===== config.mk =====
export PLATFORM = sky130hd
export DESIGN_NAME = load_store_unit_flat
export DESIGN_NICKNAME = d
export VERILOG_FILES = /design/src/rtl/lsu_pkg.sv /design/src/rtl/lsu_if.sv /design/src/rtl/lsu_align.sv /design/src/rtl/load_store_unit.sv /design/src/flat_wrapper.sv
export SDC_FILE = /design/constraint.sdc
export NUM_CORES = 1
export LEC_CHECK = 0
export CAP_MARGIN = 20
export CORE_AREA = 4 4 126 128
export DETAILED_ROUTE_END_ITERATION = 7
export DIE_AREA = 0 0 130 132
export DONT_BUFFER_PORTS = 1
export SLEW_MARGIN = 10
export SYNTH_ARGS = -nofsm -noshare
export SYNTH_HDL_FRONTEND = slang
export SYNTH_SLANG_ARGS = --single-unit

===== constraint.sdc =====
create_clock -name clock -period 1.5 [get_ports clock]
set_input_delay 0.15 -clock clock [delete_from_list [all_inputs] [get_ports clock]]
set_output_delay 0.15 -clock clock [all_outputs]
set_load 0.005 [all_outputs]

===== src/rtl/lsu_pkg.sv =====
// Shared definitions for the load/store unit: RV32I funct3 codes, FSM states
// and the access legality/alignment check.
package lsu_pkg;

  typedef enum logic [2:0] {
    S_IDLE,
    S_REQ,
    S_WAIT,
    S_DONE,
    S_ERR
  } lsu_state_e;

  localparam logic [2:0] F3_LB  = 3'b000;
  localparam logic [2:0] F3_LH  = 3'b001;
  localparam logic [2:0] F3_LW  = 3'b010;
  localparam logic [2:0] F3_LBU = 3'b100;
  localparam logic [2:0] F3_LHU = 3'b101;
  localparam logic [2:0] F3_SB  = 3'b000;
  localparam logic [2:0] F3_SH  = 3'b001;
  localparam logic [2:0] F3_SW  = 3'b010;

  // True when funct3 is legal for the direction and the address is naturally aligned.
  function automatic logic access_ok(input logic [2:0] funct3,
                                     input logic       isStore,
                                     input logic [1:0] addrLo);
    logic legal;
    logic aligned;
    if (isStore)
      legal = (funct3 == F3_SB) || (funct3 == F3_SH) || (funct3 == F3_SW);
    else
      legal = (funct3 == F3_LB) || (funct3 == F3_LH) || (funct3 == F3_LW) ||
              (funct3 == F3_LBU) || (funct3 == F3_LHU);
    case (funct3[1:0])
      2'b01:   aligned = !addrLo[0];
      2'b10:   aligned = (addrLo == 2'b00);
      default: aligned = 1'b1;
    endcase
    return legal && aligned;
  endfunction

endpackage


===== src/rtl/lsu_if.sv =====
// Data-memory request/grant/read-valid bus between the LSU (master) and memory (slave).
interface lsu_dmem_if;
  logic        req;
  logic        we;
  logic [31:0] addr;
  logic [3:0]  be;
  logic [31:0] wdata;
  logic        gnt;
  logic        rvalid;
  logic [31:0] rdata;

  modport master (output req, we, addr, be, wdata, input gnt, rvalid, rdata);
  modport slave  (input req, we, addr, be, wdata, output gnt, rvalid, rdata);
endinterface


===== src/rtl/lsu_align.sv =====
// Byte-lane steering: store byte enables / replicated write data, and
// lane selection with sign or zero extension for load data.
module lsu_align
  import lsu_pkg::*;
(
  input  logic        is_store_i,
  input  logic [2:0]  funct3_i,
  input  logic [1:0]  addr_lo_i,
  input  logic [31:0] store_data_i,
  input  logic [31:0] rdata_i,
  output logic [3:0]  be_o,
  output logic [31:0] wdata_o,
  output logic [31:0] load_data_o
);

  logic [7:0]  byteLane;
  logic [15:0] halfLane;

  always_comb begin
    be_o    = 4'b1111;
    wdata_o = '0;
    if (is_store_i) begin
      case (funct3_i)
        F3_SB: begin
          be_o    = 4'b0001 << addr_lo_i;
          wdata_o = {4{store_data_i[7:0]}};
        end
        F3_SH: begin
          be_o    = 4'b0011 << {addr_lo_i[1], 1'b0};
          wdata_o = {2{store_data_i[15:0]}};
        end
        default: begin
          be_o    = 4'b1111;
          wdata_o = store_data_i;
        end
      endcase
    end
  end

  always_comb begin
    case (addr_lo_i)
      2'd0:    byteLane = rdata_i[7:0];
      2'd1:    byteLane = rdata_i[15:8];
      2'd2:    byteLane = rdata_i[23:16];
      default: byteLane = rdata_i[31:24];
    endcase
    halfLane = addr_lo_i[1] ? rdata_i[31:16] : rdata_i[15:0];
    case (funct3_i)
      F3_LB:   load_data_o = {{24{byteLane[7]}}, byteLane};
      F3_LH:   load_data_o = {{16{halfLane[15]}}, halfLane};
      F3_LBU:  load_data_o = {24'h0, byteLane};
      F3_LHU:  load_data_o = {16'h0, halfLane};
      default: load_data_o = rdata_i;
    endcase
  end

endmodule


===== src/rtl/load_store_unit.sv =====
// Memory-access stage: checks and latches an EX-stage load/store, runs it over
// the req/gnt/rvalid bus while stalling the pipeline, and returns extended load data.
module load_store_unit
  import lsu_pkg::*;
#(
  parameter int TIMEOUT_CYCLES = 255,
  parameter int DATA_WIDTH     = 32
) (
  input  logic                  clock,
  input  logic                  reset,
  input  logic                  ex_valid,
  input  logic                  ex_mem_read,
  input  logic                  ex_mem_write,
  input  logic [2:0]            ex_funct3,
  input  logic [31:0]           ex_address,
  input  logic [DATA_WIDTH-1:0] ex_store_data,
  output logic                  lsu_stall,
  output logic                  lsu_done,
  output logic                  lsu_fault,
  output logic [DATA_WIDTH-1:0] lsu_load_data,
  lsu_dmem_if.master            dmem
);

  lsu_state_e  state_q, state_d;
  logic [31:0] addr_q;
  logic [2:0]  funct3_q;
  logic [31:0] storeData_q;
  logic        isStore_q;
  logic [31:0] loadData_q;
  logic [31:0] count_q, count_d;

  logic        reqValid;
  logic        accessOk;
  logic        timeoutHit;
  logic        captureLoad;
  logic [3:0]  alignBe;
  logic [31:0] alignWdata;
  logic [31:0] alignLoadData;

  assign reqValid   = ex_valid & (ex_mem_read | ex_mem_write);
  assign accessOk   = access_ok(ex_funct3, ex_mem_write, ex_address[1:0]);
  assign timeoutHit = (TIMEOUT_CYCLES != 0) && (count_q == 32'(TIMEOUT_CYCLES - 1));
  // A read response counts only while a load is outstanding; late rvalid is dropped.
  assign captureLoad = !isStore_q && dmem.rvalid &&
                       (((state_q == S_REQ) && dmem.gnt) || (state_q == S_WAIT));
  assign count_d     = ((state_q == S_REQ) || (state_q == S_WAIT)) ? count_q + 32'd1 : '0;
  assign lsu_load_data = loadData_q;

  lsu_align u_align (
    .is_store_i   (isStore_q),
    .funct3_i     (funct3_q),
    .addr_lo_i    (addr_q[1:0]),
    .store_data_i (storeData_q),
    .rdata_i      (dmem.rdata),
    .be_o         (alignBe),
    .wdata_o      (alignWdata),
    .load_data_o  (alignLoadData)
  );

  always_ff @(posedge clock) begin
    if (reset) state_q <= S_IDLE;
    else       state_q <= state_d;
  end

  always_ff @(posedge clock) begin
    if (reset) begin
      addr_q      <= '0;
      funct3_q    <= '0;
      storeData_q <= '0;
      isStore_q   <= 1'b0;
      loadData_q  <= '0;
      count_q     <= '0;
    end else begin
      count_q <= count_d;
      if ((state_q == S_IDLE) && reqValid && accessOk) begin
        addr_q      <= ex_address;
        funct3_q    <= ex_funct3;
        storeData_q <= ex_store_data;
        isStore_q   <= ex_mem_write;
      end
      if (captureLoad) loadData_q <= alignLoadData;
    end
  end

  always_comb begin
    state_d = state_q;
    case (state_q)
      S_IDLE: begin
        if (reqValid) state_d = accessOk ? S_REQ : S_ERR;
      end
      S_REQ: begin
        if (dmem.gnt) begin
          if (isStore_q || dmem.rvalid) state_d = S_DONE;
          else                          state_d = S_WAIT;
        end else if (timeoutHit) begin
          state_d = S_ERR;
        end
      end
      S_WAIT: begin
        if (dmem.rvalid)     state_d = S_DONE;
        else if (timeoutHit) state_d = S_ERR;
      end
      S_DONE:  state_d = S_IDLE;
      S_ERR:   state_d = S_IDLE;
      default: state_d = S_IDLE;
    endcase
  end

  // Bus outputs are forced to zero outside REQ so memory only sees the held request.
  always_comb begin
    lsu_stall  = 1'b0;
    lsu_done   = 1'b0;
    lsu_fault  = 1'b0;
    dmem.req   = 1'b0;
    dmem.we    = 1'b0;
    dmem.addr  = '0;
    dmem.be    = '0;
    dmem.wdata = '0;
    case (state_q)
      S_IDLE: lsu_stall = reqValid;
      S_REQ: begin
        lsu_stall  = 1'b1;
        dmem.req   = 1'b1;
        dmem.we    = isStore_q;
        dmem.addr  = {addr_q[31:2], 2'b00};
        dmem.be    = alignBe;
        dmem.wdata = alignWdata;
      end
      S_WAIT: lsu_stall = 1'b1;
      S_DONE: lsu_done  = 1'b1;
      S_ERR: begin
        lsu_done  = 1'b1;
        lsu_fault = 1'b1;
      end
      default: lsu_stall = 1'b0;
    endcase
  end

endmodule


===== src/flat_wrapper.sv =====
// flat-port wrapper written by rule: the top's interface ports become plain ports
module load_store_unit_flat import lsu_pkg::*;
#(
  parameter int TIMEOUT_CYCLES = 255,
  parameter int DATA_WIDTH     = 32
)
  (clock, reset, ex_valid, ex_mem_read, ex_mem_write, ex_funct3, ex_address, ex_store_data, lsu_stall, lsu_done, lsu_fault, lsu_load_data, dmem_req, dmem_we, dmem_addr, dmem_be, dmem_wdata, dmem_gnt, dmem_rvalid, dmem_rdata);
  lsu_dmem_if dmem_i ();
  input  logic clock;
  input  logic reset;
  input  logic ex_valid;
  input  logic ex_mem_read;
  input  logic ex_mem_write;
  input  logic [2:0] ex_funct3;
  input  logic [31:0] ex_address;
  input  logic [DATA_WIDTH-1:0] ex_store_data;
  output logic lsu_stall;
  output logic lsu_done;
  output logic lsu_fault;
  output logic [DATA_WIDTH-1:0] lsu_load_data;
  output wire logic [$bits(dmem_i.req)-1:0] dmem_req;
  output wire logic [$bits(dmem_i.we)-1:0] dmem_we;
  output wire logic [$bits(dmem_i.addr)-1:0] dmem_addr;
  output wire logic [$bits(dmem_i.be)-1:0] dmem_be;
  output wire logic [$bits(dmem_i.wdata)-1:0] dmem_wdata;
  input wire logic [$bits(dmem_i.gnt)-1:0] dmem_gnt;
  input wire logic [$bits(dmem_i.rvalid)-1:0] dmem_rvalid;
  input wire logic [$bits(dmem_i.rdata)-1:0] dmem_rdata;
  assign dmem_req = dmem_i.req;
  assign dmem_we = dmem_i.we;
  assign dmem_addr = dmem_i.addr;
  assign dmem_be = dmem_i.be;
  assign dmem_wdata = dmem_i.wdata;
  assign dmem_i.gnt = dmem_gnt;
  assign dmem_i.rvalid = dmem_rvalid;
  assign dmem_i.rdata = dmem_rdata;
  load_store_unit #(.TIMEOUT_CYCLES(TIMEOUT_CYCLES), .DATA_WIDTH(DATA_WIDTH)) u_core (.clock(clock), .reset(reset), .ex_valid(ex_valid), .ex_mem_read(ex_mem_read), .ex_mem_write(ex_mem_write), .ex_funct3(ex_funct3), .ex_address(ex_address), .ex_store_data(ex_store_data), .lsu_stall(lsu_stall), .lsu_done(lsu_done), .lsu_fault(lsu_fault), .lsu_load_data(lsu_load_data), .dmem(dmem_i));
endmodule

==> flow_summary.ini, run 1 <==
[yosys]
synth_top_cell_area_share_pct = 41.0
syn_avg_cell_area_um2 = 7.59
async_flop_share_pct = 0
yosys-top-cells-area = dfxtp_1, nand2_1, a21oi_1, nor2_1, and2_1
synth_compound_area_share_pct = 16.7
synth-simple-area-share_pct = 29.6
synth-xor-area-share_pct = 3.72
syn_area_um2 = 6580
ys_warn_count = 0
synth_seq_area_share_pct = 41.0
synthTopCellsByCount = nand2_1, dfxtp_1, a21oi_1, nor2_1, clkbuf_1
synthDistinctLibCells = 51
synth_mux_area_share_pct = 2.77
syn_inst = 867
synth.most_common_cell = nand2_1
synth-edff-count = 0
synth_flop_cell = dfxtp_1
synth_top_family_by_area = simple AND/OR/NAND/NOR gates
synthAdderAreaFrac_pct = 0.950
yosys.area.top_type = dfxtp_1
synth_seq_cells = 135

[cells_and_area]
fillers = 1155
antenna_cells = 0
drive_gt1_share_pct = 39.4
area_growth_pct = 54.1
multi_input_area_um2 = 4730
seq_area_um2 = 2760
finalNetCount = 1070
stdcell_area_um2 = 10100

[timing]
skew_ps = 9.96
fin_crit_ps = 1740
fmax_mhz = 576
rsz0062_at_grt = yes
finalWorstSetupSlack_ps = -236
period_share_pct = 116
hold_viol_final = 102
setup_viol = 182
drv_slew = 0
hold_ws_ps = -188

[cts]
cts_buffers = 17
clock_sinks = 135
clk_latency_ps = 420
tritoncts = yes
cts-root-buf = clkbuf_16
max-clock-path-buffers = 2
clk_pin_slew_ps = 60
cts_max_level = 4
ctsHoldBuffers = 3

[drt]
drtPass1Iterations = 5
wirelength_um = 24500
wl_per_cell_um = 21.1
drt_iter0_drc = 526
antenna_left = 0
vias = 6845
post_drt_via_cell_ratio = 5.90
drc = 0

[floorplanning]
die_w_um = 130
die_h_um = 132
fp.dieArea_um2 = 17200
io_pins = 211
initial_core_util_pct = 44.3
core_area_um2 = 14900
row_count = 45

[run]
max_cap_viol_count = 0

[global_route]
globalRouteOverflowTotal = 0
grt_max_degree = 105
grt_usage_pct = 24.1
grt_pass1_vias = 6547
antenna_found_initial = 0
grt_pass1_wl_um = 33400

[pwr]
peakVddDrop_mv = 0.768
finalPower_w = 0.00946
cellPowerDensity_nw_per_um2 = 933
p_leak_nw = 3.60

[worst_setup_path]
cp.arrival_ps = 1590
critPathMaxFanout = 13
critPathLaunchType = flip-flop
required_ps = 1350
crit_type = reg -> out
critPathCaptureType = primary output

[placed_design]
hpwl_um = 13900
portBuffers = 0
post_dp_cell_area_um2 = 7380
routabilityCongestion = 0.854

[min_path]
hp-class = in -> reg

[outcome]
violations = negative hold slack, negative setup slack
status = finished, violations left
-- layer usage --
layer | up-vias | routed length (µm) | GRT usage [%]
met4 | 0 | 453 | 8.60
met5 | - | 0 | 0
met3 | 46 | 1840 | 7.90
met2 | 283 | 13100 | 42.6
li1 | 3145 | - | -
met1 | 3371 | 9110 | 26.6
-- critical path, stage by stage, from the launching register on --
cell and delay [ps]:
dfxtp_2 340, nor2b_4 180, nand2b_4 90, inv_8 90, nand2_8 80, buf_12 180, a211oi_4 200
-- logic make-up after synthesis --
group,count (synthesis)
compound gates,184
simple gates,418
other cells,1
flops,135
buf+inv,78
xor+xnor,28
fa+ha+maj,5
mux,18
-- worst paths after layout --
path / start / endpoint / slack [ps] / depth (start not counted)
setup / recovery: u_core.state_q[0] / dmem_wdata[30] / -240 / 6
hold / removal: reset / u_core.lsu_load_data[21] / -190 / 1
setup reg to reg: u_core.state_q[0] / u_core.storeData_q[5] / -120 / 8
hold reg to reg: u_core.storeData_q[19] / u_core.storeData_q[19] / 450 / 2
-- flip-flops by register name, indices dropped and copies added (netlist names) --
name	flops
u_core.addr_q	32
u_core.count_q	32
u_core.lsu_load_data	32
u_core.storeData_q	32
u_core.funct3_q	3
u_core.state_q	3
u_core.isStore_q	1
-- cell usage in the layout, fill, tap and decap left out, types with 13 or more instances in the layout --
cell type | Yosys | final
and2_4 | 0 | 31
buf_12 | 0 | 19
a21oi_1 | 104 | 67
mux2i_1 | 16 | 13
nand2_1 | 224 | 211
clkbuf_16 | 0 | 29
xnor2_1 | 17 | 17
nor2_1 | 67 | 58
dfxtp_1 | 135 | 108
a21oi_2 | 0 | 29
dfxtp_2 | 0 | 18
buf_6 | 1 | 22
buf_4 | 5 | 68
-- report_power, final --
part	internal [W]	switching, W
combinational	0.000415	0.000503
clock	0.00323	0.00159
sequential	0.00365	0.0000704
-- through the flow --
| stage | worst slack, ps | utilization (%) | hold WS, ps | TNS, ps | std cells |
|---|---|---|---|---|---|
| 6_report | -236 | 68.2 | -188 | -18890 | 1160 |
| 5_1_grt | -281 | 68.2 | -217 | -27510 | 1160 |
| 4_1_cts | -223 | 60.5 | -216 | -15450 | 1124 |
| 3_5_place_dp | -264 | 49.6 | 229 | -15260 | 1069 |
| 3_3_place_gp | -153 | 49.6 | 230 | -8890 | 1069 |
| 2_1_floorplan | -39.3 | - | 252 | -162 | 868 |
-- cell type report --
| cell class | count | area share (%) |
|---|---|---|
| inverter | 14 | 0.617 |
| timing repair buffer | 134 | 16.6 |
| clock buffer | 22 | 4.58 |
| multi-input combinational | 657 | 46.6 |
| clock inverter | 10 | 2.12 |
| sequential | 135 | 27.2 |
| tap | 188 | 2.32 |
-- repair_timing --
item,CTS,global route
gates resized for setup,153,162
gates cloned,6,20
buffers inserted,15,21
pin swaps,65,87
hold endpoints to repair,103,102
setup endpoints to repair,149,194
(Power assumes the default switching activity.)
==> inputs of run 2 (changes only) <==
- CTS_CLUSTER_SIZE: not set -> 16
- clock period: 1.5 -> 1.9 ns (I/O delays scaled with it)
==> flow_summary.ini, run 2 (synthesis results as in run 1) <==
[cells_and_area]
final_core_util_pct = 51.9
area_growth_pct = 17.1
final_common_cell = nand2_1
finalNetCount = 975
drive_gt1_share_pct = 13.5
final_cell_mix = nand2_1, dfxtp_1, a21oi_1

[outcome]
violations = negative hold slack
status = finished, violations left

[drt]
wirelength_um = 19000
wl_per_cell_um = 17.9
drtPass1Iterations = 5
vias = 5997
met2_wirelength_um = 9160
antenna_left = 0
wl_met3_um = 1610
post_drt_via_cell_ratio = 5.64
drt_iter0_drc = 270
wirelength_met1_um = 7950
routed.top_layer = met4
drc = 0

[timing]
hold_viol_final = 101
finalSetupTns_ps = 0
skew_ps = 8.21
drv_slew = 0
setup_viol = 0
finalWorstSetupSlack_ps = 15.4
period_share_pct = 99.2
fin_crit_ps = 1880
fmax_mhz = 531
relSlewSlack_pct = 63.1
worstMarginPinSlew_ps = 550
rsz0062_at_grt = yes
hold_ws_ps = -158

[pwr]
finalPower_w = 0.00679
p_sw_share_pct = 22.0
cellPowerDensity_nw_per_um2 = 881
seqPwrFrac_pct = 43.4
p_leak_nw = 2.51
power_frac_comb_pct = 6.0
clock_power_share_pct = 50.6
switching_power_w = 0.00149
p_int_w = 0.00530
peakVddDrop_mv = 0.614

[global_route]
grt_max_degree = 105
antenna_found_initial = 0
grt_usage_pct = 21.8
grt_pass1_wl_um = 30000
globalRouteOverflowTotal = 0
grt_pass1_vias = 5870

[placed_design]
hpwl_um = 13300
dp_worst_setup_slack_ps = 103
routabilityCongestion = 0.857
portBuffers = 0

[floorplanning]
io_pins = 211
row_count = 45
core_area_um2 = 14900
fp.dieArea_um2 = 17200
die_w_um = 130
initial_core_util_pct = 44.3
die_h_um = 132

[worst_setup_path]
worst_path_largest_cell_delay_ps = 380
crit_type = reg -> out
critPathCaptureType = primary output
critPathLaunchType = flip-flop
required_ps = 1710
crit_chain = nor2b_4, nand2b_1, inv_2, nand2_2, a211oi_2, buf_4
cp_slowest_cell = dfxtp_4
cp.arrival_ps = 1690
critPathMaxFanout = 7

[cts]
ctsHoldBuffers = 2
clock_sinks = 135
cts-root-buf = clkbuf_16
max-clock-path-buffers = 2
cts_max_level = 4
tritoncts = yes
cts_buffers = 17
clk_pin_slew_ps = 60
clk_latency_ps = 420

[run]
max_cap_viol_count = 0

[min_path]
hp-class = in -> reg
[run 2: critical path, delay by kind of cell (launching register included)]
family	cells	cell delay, ps
buffers and inverters	2	280
DFF	1	380
AOI/OAI and AO/OA	1	220
and+or+nand+nor	3	410
[run 2: repair_timing]
item / CTS / global route
pin swaps: 0 / 1
hold endpoints to repair: 103 / 101
setup endpoints to repair: 63 / 65
cloned: 1 / 0
buffers inserted: 0 / 2
resized for setup: 14 / 30
[run 2: metrics by stage]
stage | instance area (µm²) | cells | hold slack (ps)
2_1_floorplan | 6590 | 868 | 292
6_report | 7710 | 1064 | -158
3_3_place_gp | 6890 | 1028 | 269
3_5_place_dp | 6890 | 1028 | 269
4_1_cts | 7580 | 1061 | -175
5_1_grt | 7710 | 1063 | -185
[run 2: path summary, 6_finish.rpt]
kind	cells after the start	slack, ps	endpoint	from
min reg2reg	2	450	u_core.addr_q[22]	u_core.addr_q[22]
min	1	-160	u_core.lsu_load_data[23]	reset
max reg2reg	6	130	u_core.count_q[24]	u_core.count_q[0]
max	6	20	dmem_wdata[30]	u_core.state_q[0]
[run 2: power groups by stage]
stage / registers (W) / clock network, W / logic [W]
6_report: 0.00295 / 0.00344 / 0.000406
3_5_place_dp: 0.00301 / 0 / 0.000383
3_3_place_gp: 0.00300 / 0 / 0.000371
2_1_floorplan: 0.00298 / 0 / 0.000310
4_1_cts: 0.00295 / 0.00351 / 0.000394
5_1_grt: 0.00295 / 0.00365 / 0.000453
[run 2: layout make-up]
type                            count  area [µm²]
Clock buffer                       22         464
Timing Repair Buffer               40         400
Multi-Input combinational cell    656        3700
Antenna cell                        1        2.50
Fill cell                        1419        7150
Clock inverter                      8         148
Sequential cell                   135        2710
Inverter                           14        52.6
Tap cell                          188         235
[run 2: per-layer routing]
| layer | global-route usage [%] | vias to the layer above |
|---|---|---|
| li1 | - | 2942 |
| met2 | 34.9 | 197 |
| met3 | 9.32 | 25 |
| met4 | 6.06 | 0 |
| met1 | 26.7 | 2833 |
| met5 | 0 | - |
==> inputs of run 3 (changes only) <==
- SKIP_LAST_GASP: not set -> 1
==> flow_summary.ini, run 3 (synthesis results as in run 1) <==
[cts]
cts-root-buf = clkbuf_16
cts_max_level = 4
ctsHoldBuffers = 2
max-clock-path-buffers = 2
tritoncts = yes
clk_latency_ps = 420
clock_sinks = 135
clk_pin_slew_ps = 60
cts_buffers = 17

[timing]
skew_ps = 8.14
relSlewSlack_pct = 63.3
finalSetupTns_ps = 0
hold_viol_final = 101
finalWorstSetupSlack_ps = 16.7
fin_crit_ps = 1880
drv_slew = 0
hold_ws_ps = -158
worstMarginPinSlew_ps = 547
rsz0062_at_grt = yes
fmax_mhz = 531
setup_viol = 0
period_share_pct = 99.1

[floorplanning]
die_w_um = 130
die_h_um = 132
initial_core_util_pct = 44.3
core_area_um2 = 14900
io_pins = 211
row_count = 45
fp.dieArea_um2 = 17200

[worst_setup_path]
crit_type = reg -> out
worst_path_largest_cell_delay_ps = 370
critPathLaunch = u_core.state_q[0]
critPathMaxFanout = 7
crit_buf_inv = 2
critPathTopFamily = simple AND/OR/NAND/NOR gates
required_ps = 1710
r2r-start = u_core.addr_q[1]
crit_chain = nor2b_4, nand2b_1, inv_2, nand2_2, a211oi_2, buf_4
cp.arrival_ps = 1690
critPathLaunchType = flip-flop
critPathCaptureType = primary output
cp_slowest_cell = dfxtp_4

[global_route]
grt_pass1_wl_um = 30000
grt_pass1_vias = 5870
globalRouteOverflowTotal = 0
grt_max_degree = 105
grt_usage_pct = 21.8
antenna_found_initial = 0

[cells_and_area]
drive_gt1_share_pct = 13.5
finalNetCount = 975
area_growth_pct = 17.1
final_cell_mix = nand2_1, dfxtp_1, a21oi_1
final_common_cell = nand2_1
fillers = 1419

[outcome]
violations = negative hold slack
status = finished, violations left

[drt]
drc = 0
wirelength_met1_um = 7890
wl_met3_um = 1610
wl_per_cell_um = 17.8
met2_wirelength_um = 9200
drtPass1Iterations = 5
routed.top_layer = met4
drt_iter0_drc = 283
vias = 6028
antenna_left = 0
post_drt_via_cell_ratio = 5.67
wirelength_um = 19000

[placed_design]
portBuffers = 0
hpwl_um = 13300
routabilityCongestion = 0.857
dp_worst_setup_slack_ps = 103

[min_path]
hold_start = reset
hp-class = in -> reg

[pwr]
p_leak_nw = 2.51
cellPowerDensity_nw_per_um2 = 881
peakVddDrop_mv = 0.614

[run]
max_cap_viol_count = 0
[run 3: cell counts in the layout (fill, tap and decap cells not counted)]
Identical to the previous run, type by type.
[run 3: worst paths after layout]
| check | slack, ps | cells past startpoint | to |
|---|---|---|---|
| worst max-delay path | 20 | 6 | dmem_wdata[30] |
| worst min-delay path | -160 | 1 | u_core.lsu_load_data[23] |
| worst max register to register | 120 | 5 | u_core.lsu_load_data[9] |
| worst min register to register | 450 | 2 | u_core.addr_q[22] |
[run 3: routing by layer]
metal / vias up / global-route usage [%]
met5: - / 0
met1: 2868 / 26.7
met4: 0 / 6.06
li1: 2941 / -
met2: 194 / 34.9
met3: 25 / 9.32
[run 3: repair_timing]
action | in CTS | in global routing
endpoints found under the setup margin | 63 | 65
pin swaps | 0 | 1
gates cloned | 1 | 0
endpoints found under the hold margin | 103 | 101
buffers inserted | 0 | 2
gates resized for setup | 14 | 30
[run 3: metrics by stage]
step / total power, W / cell area (µm²) / util (%) / std cells
final: 0.00679 / 7710 / 51.9 / 1064
after global routing: 0.00706 / 7710 / 51.9 / 1063
after CTS: 0.00685 / 7580 / 51.0 / 1061
after detailed placement: 0.00339 / 6890 / 46.4 / 1028
after global placement: 0.00337 / 6890 / 46.4 / 1028
after floorplan: 0.00329 / 6590 / - / 868
[run 3: cell type report]
type / instances / area [µm²] / share of cell area (%)
repair buffers: 40 / 400 / 5.19
flip-flops and latches: 135 / 2710 / 35.1
well taps: 188 / 235 / 3.05
clock buffers: 22 / 464 / 6.02
multi-input cells: 656 / 3700 / 48.0
diodes: 1 / 2.50 / 0.0324
clock inverters: 8 / 148 / 1.91
inverters: 14 / 52.6 / 0.681
[run 3: report_power, final]
group,leakage (nW),switching [W],internal [W],total [W]
Sequential,1.09,0.0000525,0.00289,0.00295
Combinational,1.13,0.000249,0.000157,0.000406
Clock,0.288,0.00119,0.00225,0.00344
Total,2.51,0.00149,0.00530,0.00679
